[src/rtl/imm_instr_encoder_pkg.sv]
// imm_instr_encoder_pkg: format codes, RV32I opcodes and immediate range limits
package imm_instr_encoder_pkg;
   typedef enum logic [2:0] {
      RTYPE = 3'd0,
      ITYPE = 3'd1,
      STYPE = 3'd2,
      BTYPE = 3'd3,
      UTYPE = 3'd4,
      JTYPE = 3'd5
   } fmt_e;
   localparam logic [6:0] OP_LUI    = 7'h37;
   localparam logic [6:0] OP_AUIPC  = 7'h17;
   localparam logic [6:0] OP_JAL    = 7'h6F;
   localparam logic [6:0] OP_JALR   = 7'h67;
   localparam logic [6:0] OP_BRANCH = 7'h63;
   localparam logic [6:0] OP_LOAD   = 7'h03;
   localparam logic [6:0] OP_STORE  = 7'h23;
   localparam logic [6:0] OP_IMM    = 7'h13;
   localparam logic [6:0] OP_REG    = 7'h33;
   localparam int IMM12_MIN = -2048;
   localparam int IMM12_MAX = 2047;
   localparam int IMM13_MIN = -4096;
   localparam int IMM13_MAX = 4094;
   localparam int IMM21_MIN = -1048576;
   localparam int IMM21_MAX = 1048574;
endpackage

[src/rtl/imm_instr_encoder_imm_pack.sv]
// imm_pack: range-checks the immediate and scatters fields into an RV32I word
module imm_pack
   import imm_instr_encoder_pkg::*;
(
   input  logic [2:0]  typ,
   input  logic [6:0]  opcode,
   input  logic [2:0]  funct3,
   input  logic [6:0]  funct7,
   input  logic [4:0]  rd,
   input  logic [4:0]  rs1,
   input  logic [4:0]  rs2,
   input  logic [31:0] imm,
   output logic [31:0] instr,
   output logic        ok
);
   logic signed [31:0] s;
   assign s = imm;
   always_comb begin
      ok = (typ == RTYPE) ? 1'b1
         : (typ == ITYPE || typ == STYPE) ? (s >= IMM12_MIN && s <= IMM12_MAX)
         : (typ == BTYPE) ? (s >= IMM13_MIN && s <= IMM13_MAX && !imm[0])
         : (typ == UTYPE) ? (imm[11:0] == 12'd0)
         : (typ == JTYPE) ? (s >= IMM21_MIN && s <= IMM21_MAX && !imm[0])
         : 1'b0;
      instr = (typ == RTYPE) ? {funct7, rs2, rs1, funct3, rd, opcode}
            : (typ == ITYPE) ? {imm[11:0], rs1, funct3, rd, opcode}
            : (typ == STYPE) ? {imm[11:5], rs2, rs1, funct3, imm[4:0], opcode}
            : (typ == BTYPE) ? {imm[12], imm[10:5], rs2, rs1, funct3, imm[4:1], imm[11], opcode}
            : (typ == UTYPE) ? {imm[31:12], rd, opcode}
            : (typ == JTYPE) ? {imm[20], imm[10:1], imm[11], imm[19:12], rd, opcode}
            : 32'd0;
   end
endmodule

[src/rtl/imm_instr_encoder.sv]
// imm_instr_encoder: two-stage valid/ready RV32I encoder with address counter and drop statistics
module imm_instr_encoder
   import imm_instr_encoder_pkg::*;
#(
   parameter int               ADDR_W    = 32,
   parameter logic [ADDR_W-1:0] BASE_ADDR = '0
)
(
   input  logic              clk,
   input  logic              rst_n,
   input  logic              in_valid,
   output logic              in_ready,
   input  logic [2:0]        in_type,
   input  logic [6:0]        in_opcode,
   input  logic [2:0]        in_funct3,
   input  logic [6:0]        in_funct7,
   input  logic [4:0]        in_rd,
   input  logic [4:0]        in_rs1,
   input  logic [4:0]        in_rs2,
   input  logic [31:0]       in_imm,
   output logic              out_valid,
   input  logic              out_ready,
   output logic [31:0]       out_instr,
   output logic [ADDR_W-1:0] out_addr,
   input  logic              load_en,
   input  logic [ADDR_W-1:0] load_addr,
   output logic              err_sticky,
   output logic [7:0]        err_count
);
   logic              s1_valid, s1_ok, s2_free, s1_free, s1_adv;
   logic [2:0]        s1_type, s1_funct3;
   logic [6:0]        s1_opcode, s1_funct7;
   logic [4:0]        s1_rd, s1_rs1, s1_rs2;
   logic [31:0]       s1_imm, s1_instr;
   logic [ADDR_W-1:0] addr_cnt;
   assign s2_free  = !out_valid || out_ready;
   assign s1_free  = !s1_valid || s2_free;
   assign s1_adv   = s1_valid && s2_free;
   assign in_ready = s1_free;
   imm_pack u_pack (
      .typ(s1_type), .opcode(s1_opcode), .funct3(s1_funct3), .funct7(s1_funct7),
      .rd(s1_rd), .rs1(s1_rs1), .rs2(s1_rs2), .imm(s1_imm),
      .instr(s1_instr), .ok(s1_ok)
   );
   always_ff @(posedge clk) begin
      if (!rst_n) begin
         s1_valid   <= 1'b0;
         s1_type    <= '0;
         s1_opcode  <= '0;
         s1_funct3  <= '0;
         s1_funct7  <= '0;
         s1_rd      <= '0;
         s1_rs1     <= '0;
         s1_rs2     <= '0;
         s1_imm     <= '0;
         out_valid  <= 1'b0;
         out_instr  <= '0;
         out_addr   <= '0;
         addr_cnt   <= BASE_ADDR;
         err_sticky <= 1'b0;
         err_count  <= '0;
      end else begin
         if (s1_free) begin
            s1_valid  <= in_valid;
            s1_type   <= in_type;
            s1_opcode <= in_opcode;
            s1_funct3 <= in_funct3;
            s1_funct7 <= in_funct7;
            s1_rd     <= in_rd;
            s1_rs1    <= in_rs1;
            s1_rs2    <= in_rs2;
            s1_imm    <= in_imm;
         end
         if (s1_adv && s1_ok) begin
            out_valid <= 1'b1;
            out_instr <= s1_instr;
            out_addr  <= addr_cnt;
         end else if (out_ready) begin
            out_valid <= 1'b0;
         end
         // a reload overrides the post-increment; the advancing word already latched the old value
         addr_cnt <= load_en ? load_addr : (s1_adv && s1_ok) ? addr_cnt + ADDR_W'(4) : addr_cnt;
         if (s1_adv && !s1_ok) begin
            err_sticky <= 1'b1;
            err_count  <= err_count + {7'd0, ~&err_count};
         end
      end
   end
endmodule

[config.mk]
export PLATFORM = sky130hd
export DESIGN_NAME = imm_instr_encoder
export DESIGN_NICKNAME = d
export VERILOG_FILES = /design/src/rtl/imm_instr_encoder_pkg.sv /design/src/rtl/imm_instr_encoder_imm_pack.sv /design/src/rtl/imm_instr_encoder.sv
export SDC_FILE = /design/constraint.sdc
export NUM_CORES = 1
export LEC_CHECK = 0
export ABC_AREA = 0
export BUFFER_PORTS_ARGS = -buffer_cell sky130_fd_sc_hd__buf_4
export CORE_ASPECT_RATIO = 0.7
export CORE_UTILIZATION = 23
export DETAILED_ROUTE_END_ITERATION = 12
export SLEW_MARGIN = 10
export SYNTH_ARGS = -nofsm -noshare
export SYNTH_HDL_FRONTEND = slang
export SYNTH_SLANG_ARGS = --single-unit
[constraint.sdc]
create_clock -name clk -period 3 [get_ports clk]
set_input_delay 0.6 -clock clk [delete_from_list [all_inputs] [get_ports clk]]
set_output_delay 0.6 -clock clk [all_outputs]
set_load 0.1 [all_outputs]
# After elaboration in Yosys (flattened, before gate mapping)
# Index checks and enable logic that the tools add are counted.
[word_totals]
inputBits = 104
ff_bits = 174
out_inout_bits = 75
wordCells = 64
[classes]
n_reduce_logical = 21
n_eq_ne = 5
order_cmp = 6
addsub = 2
n_mux = 15
[ops]
columns = ["op", "count"]
rows = [
  ["32-bit 2-to-1 mux", 8],
  ["32-bit by 3-bit adder with 32-bit output (second input constant)", 1],
  ["32-bit by 12-bit >= comparator with 1-bit output (second input constant)", 1],
  ["32-bit by 13-bit >= comparator with 1-bit output (second input constant)", 1],
  ["32-bit by 21-bit >= comparator with 1-bit output (second input constant)", 1],
  ["32-bit by 12-bit <= comparator with 1-bit output (second input constant)", 1],
  ["32-bit by 13-bit <= comparator with 1-bit output (second input constant)", 1],
  ["32-bit by 21-bit <= comparator with 1-bit output (second input constant)", 1],
  ["12-bit zero test", 1],
  ["8-bit by 1-bit adder with 8-bit output", 1],
  ["1-bit logical AND", 8],
  ["8-bit AND reduction", 1],
  ["1-bit 2-to-1 mux", 7],
  ["3-bit by 2-bit equality test with 1-bit output (second input constant)", 2],
  ["3-bit equality test (second input constant)", 2],
  ["1-bit zero test", 5],
  ["2-bit nonzero test", 2],
  ["3-bit by 1-bit equality test with 1-bit output (second input constant)", 1],
  ["3-bit zero test", 1],
  ["1-bit logical OR", 3],
]

# Longest topological paths before layout
[logic_depth]
depth_word = 11
mapped_depth = 9
ltp_nobuf = 8

# By module
# Synthesis repeated with hierarchy kept, for this count alone.
[unflattened]
cells_unflattened = 965
area_unflattened_um2 = 7513.5
[modules_own_cells]
columns = ["module", "n_inst", "area_each_um2", "seq_area_each_um2", "cells_per_inst"]
rows = [
  ["imm_instr_encoder", 1, 6681.4, 3483.3, 837],
  ["imm_pack", 1, 832.0, 0.0, 128],
]

# Worst setup path before layout
# OpenSTA, ideal clock, no wires.
[synth_timing]
path_kind = "reg2out"
startpoint = "register out_valid"
endpoint = "output port in_ready"
required_ns = 2.400
path_buffers = 1
path_stages_with_launch = 5
slack_ns = 0.311
arrival_ns = 2.089
path_cell_list = "dfxtp_1 nand2b_1 nor2_1 inv_2 clkbuf_1"
[synth_between]
elab_chain_cells = 3
[synth_lines]
columns = ["element", "line", "text"]
rows = [
  ["start, declared", "imm_instr_encoder.sv:21", "output logic out_valid,"],
  ["start signal, assigned", "imm_instr_encoder.sv:56", "out_valid <= 1'b0;"],
  ["start signal, assigned", "imm_instr_encoder.sv:75", "out_valid <= 1'b1;"],
  ["start signal, assigned", "imm_instr_encoder.sv:79", "out_valid <= 1'b0;"],
  ["1-bit zero test", "imm_instr_encoder.sv:36", "assign s2_free = !out_valid || out_ready;"],
  ["1-bit logical OR", "imm_instr_encoder.sv:36", ""],
  ["1-bit logical OR", "imm_instr_encoder.sv:37", "assign s1_free = !s1_valid || s2_free;"],
  ["end, declared", "imm_instr_encoder.sv:12", "output logic in_ready,"],
]
# Every way passes these cells.

# Worst setup path after layout
[layout_timing]
startpoint = "register s1_type[0]"
endpoint = "register addr_cnt[28]"
[layout_between]
elab_chain_cells = 8
word_cells_on_any_way = 14
cone_classes = "5 x eq/ne; 5 x mux; 4 x reduce/logical"
[layout_lines]
columns = ["element", "line", "text"]
rows = [
  ["start, declared", "imm_instr_encoder.sv:31", "logic [2:0] s1_type, s1_funct3;"],
  ["start signal, assigned", "imm_instr_encoder.sv:65", "s1_type <= in_type;"],
  ["3-bit equality test", "imm_instr_encoder_imm_pack.sv:23", ": (typ == JTYPE) ? (s >= IMM21_MIN && s <= IMM21_MAX && !imm[0])"],
  ["1-bit 2-to-1 mux", "imm_instr_encoder_imm_pack.sv:23", ""],
  ["1-bit 2-to-1 mux", "imm_instr_encoder_imm_pack.sv:22", ": (typ == UTYPE) ? (imm[11:0] == 12'd0)"],
  ["1-bit 2-to-1 mux", "imm_instr_encoder_imm_pack.sv:21", ": (typ == BTYPE) ? (s >= IMM13_MIN && s <= IMM13_MAX && !imm[0])"],
  ["1-bit 2-to-1 mux", "imm_instr_encoder_imm_pack.sv:20", ": (typ == ITYPE || typ == STYPE) ? (s >= IMM12_MIN && s <= IMM12_MAX)"],
  ["1-bit 2-to-1 mux (*)", "imm_instr_encoder_imm_pack.sv:19", "ok = (typ == RTYPE) ? 1'b1"],
  ["1-bit logical AND (*)", "imm_instr_encoder.sv:82", "addr_cnt <= load_en ? load_addr : (s1_adv && s1_ok) ? addr_cnt + ADDR_W'(4) : addr_cnt;"],
  ["2-bit nonzero test (no line) (*)", "-", ""],
  ["end signal, assigned", "imm_instr_encoder.sv:82", ""],
  ["end, declared", "imm_instr_encoder.sv:35", "logic [ADDR_W-1:0] addr_cnt;"],
]
# Every way passes the cells marked *; elsewhere a longest branch is shown, timed or not.
# A chain may end at the register's enable or synchronous reset.

==> results by group <==
Clock tree
  • CTS tree: yes
  • Max Root-Sink Buffers: 2
  • CTS resizes: 0
  • Setup bufs post-CTS: 0
  • Clock sink count: 174
  • CTS Hold Bufs: 0
  • Worst-Skew Late Latency: 0.43 ns
  • CTS Buf Count: 17
  • Root buf cell: clkbuf_16
  • Max H-tree Level: 4
  • Worst-path clk slew: 0.08 ns

STA
  • Headroom to the max-slew limit: about two fifths
  • Max Freq: 368 MHz
  • Worst Max-Slew Pin Slew: 0.880 ns
  • Setup slack after layout: 0.284 ns
  • Max-slew violation count: 0
  • Skew final: 0.0105 ns
  • RSZ-0062 raised after global routing: no
  • Final Hold Vio Count: 0
  • Setup-failing EPs final: 0
  • Post-layout min period: 2.72 ns
  • Setup TNS: 0 ns
  • Crit share post-route: 90.5%

Min path
  • Worst Hold Class: primary input to register
  • Worst min-delay path startpoint: in_valid

Floorplan
  • Std-Cell Rows: 56
  • Die Span Y: 158 µm
  • Die W: 224 µm
  • Total die area: ~35000 µm²
  • # IOs: 179
  • Initial Util: approximately a quarter
  • Core area: 33800 µm²

Route
  • Average wire per standard cell: 17.2 µm
  • Routed WL: 26300 µm
  • Vias per inst: 4.74
  • Router iterations before antenna repair: 5
  • Post-route DRC: 0
  • Via count: 7248
  • Drt initial violations: 456
  • ANT nets after route: 0

Yosys
  • Synthesis Warnings: 0
  • Cell Area, Synth: 7950 µm²
  • Cell count after synthesis: ~900
  • Main flop type after synthesis: dfxtp_1
  • Compound-Gate Fraction of Synth Area: around 23%
  • Post-Synth Adder-Cell Area: 0.472%
  • Synth async-reset ratio: 0%
  • Distinct cells, synth: 60
  • Syn_nets: 1011
  • Seq/Total Area, Yosys: between 40 and 50%
  • Multiplexer share of the synthesized area: 5.43%
  • Number of synthesized flops with an enable pin: 0
  • Post-Synth Simple-Gate Area: 21.5%
  • FF+latch count, synth: 174
  • XOR/XNOR Fraction of Synth Area: 0.882%
  • Main combinational cell family by area after synthesis: compound AO/OA/AOI/OAI gates
  • Post-Syn Area per Cell: 8.79 µm²

Final layout
  • Diode count: 0
  • Final net count: ~1.2k
  • Commonest cells after routing, fill and taps aside: buf_4 (197), dfxtp_1 (174), nand2_1 (173)
  • Storage element area: 3480 µm²
  • Footprint of the multi-input gates: 4100 µm²
  • Number of fill cells: between 3k and 4k
  • Most common cell after layout, fill and taps aside: buf_4
  • Share of cells above drive strength 1: 22.7%
  • Synthesis-to-layout area growth: 30.5%

GRT
  • Vias in the first global route: 6771
  • Largest net degree at the start of global routing: 118
  • Initial antenna violation count: 0
  • Gr ovfl total: 0
  • Total track usage: between 10% and 20%
  • Global-route wire length before repair: 39800 µm

Power
  • Pwr dens: 541 nW/µm²
  • VDD IR max: around 0.34 mV
  • Leak: 4.21 nW

Critical path
  • CP Capture Type: register
  • Max stage delay on crit path: between 0.5 and 0.6 ns
  • Largest delay share family, worst path: simple AND/OR/NAND/NOR gates
  • R2R Setup Slk: 0.28 ns
  • Crit path DAT: 3.08 ns
  • CP Buf/Inv Count: 0
  • Reg-to-Reg Start: s1_type[0]$_SDFFE_PN0P_
  • Worst-path cell chain: nand2b_1 > nor3b_1 > o21ai_1 > and3_4 > or4_1 > a31oi_1
  • CP required: 3.36 ns
  • Worst Setup SP: s1_type[0]$_SDFFE_PN0P_
  • Crit Path Class: register to register
  • Slowest-stage cell, CP: dfxtp_1
  • CP Max Fanout: 39
  • Crit path launch type: register

Run
  • Max cap viols: 0

Outcome
  • Run status: finished clean

Place
  • # port buffers: 178
  • Dpl hpwl: 19000 µm
  • Pre-CTS setup slack: 0.303 ns
  • Placer Congestion: 0.805
per-layer routing:
layer | global-route usage [%] | vias up | share of wire [%] | routed length (µm)
met5 | 0 | - | 0 | 0
met4 | 3.82 | 0 | 1.1 | 279
met3 | 4.54 | 17 | 6.7 | 1770
met2 | 21.8 | 195 | 42 | 11200
met1 | 20.8 | 3457 | 50 | 13100
li1 | - | 3579 | - | -
report_power, final:
part	switching [mW]	internal (mW)
Clock	1.07	1.20
Sequential	0.117	2.42
Combinational	0.515	0.289
logic make-up after synthesis:
group	Yosys count
flip-flops	174
XOR/XNOR	8
buffers and inverters	92
adder cells (fa/ha/maj)	3
AND/OR/NAND/NOR	338
AO/OA/AOI/OAI	246
multiplexers	43
synth_stat cells (18+ instances only):
cell type  number  area [µm²]
dfxtp_1       174        3480
clkbuf_1       54         203
inv_1          18        67.6
mux2i_1        42         420
a21boi_0       67         503
a31oi_1        22         138
o211a_1        25         250
nand3_1        30         150
nor2b_1        37         231
o21ai_0        27         135
nand2_1       173         649
nand4_1        18         113
registers in the layout (all words and copies together) (netlist names), 3 cells and up:
register	count
s1_rd	5
s1_type	3
s1_funct3	3
s1_opcode	7
out_instr	32
err_count	8
out_addr	32
s1_rs1	5
s1_rs2	5
s1_imm	32
s1_funct7	7
addr_cnt	32
area by class of cell:
cell class	instances	area share, %
Timing Repair Buffer	200	14.8
Sequential cell	174	33.6
Multi-Input combinational cell	638	39.6
Clock buffer	18	4.24
Inverter	20	0.724
Clock inverter	14	1.42
Tap cell	464	5.60
final timing paths:
path	to	cells past startpoint
max reg2reg	addr_cnt[28]$_SDFFE_PN0P_	6
min	s1_valid$_SDFFE_PN0P_	2
max	addr_cnt[28]$_SDFFE_PN0P_	6
min reg2reg	err_sticky$_SDFFE_PN0P_	2
through the flow:
stage | utilization, % | instance area, µm² | hold slack (ns) | std cells | power [mW]
detailed placement | 29.0 | 9780 | 0.452 | 1496 | 3.40
CTS | 30.7 | 10400 | 0.380 | 1528 | 5.68
global route | 30.7 | 10400 | 0.394 | 1528 | 5.85
floorplan | - | 7950 | 0.441 | 904 | 3.10
global placement | 29.0 | 9780 | 0.444 | 1496 | 3.39
finish | 30.7 | 10400 | 0.399 | 1528 | 5.61
(Power assumes the default switching activity.)
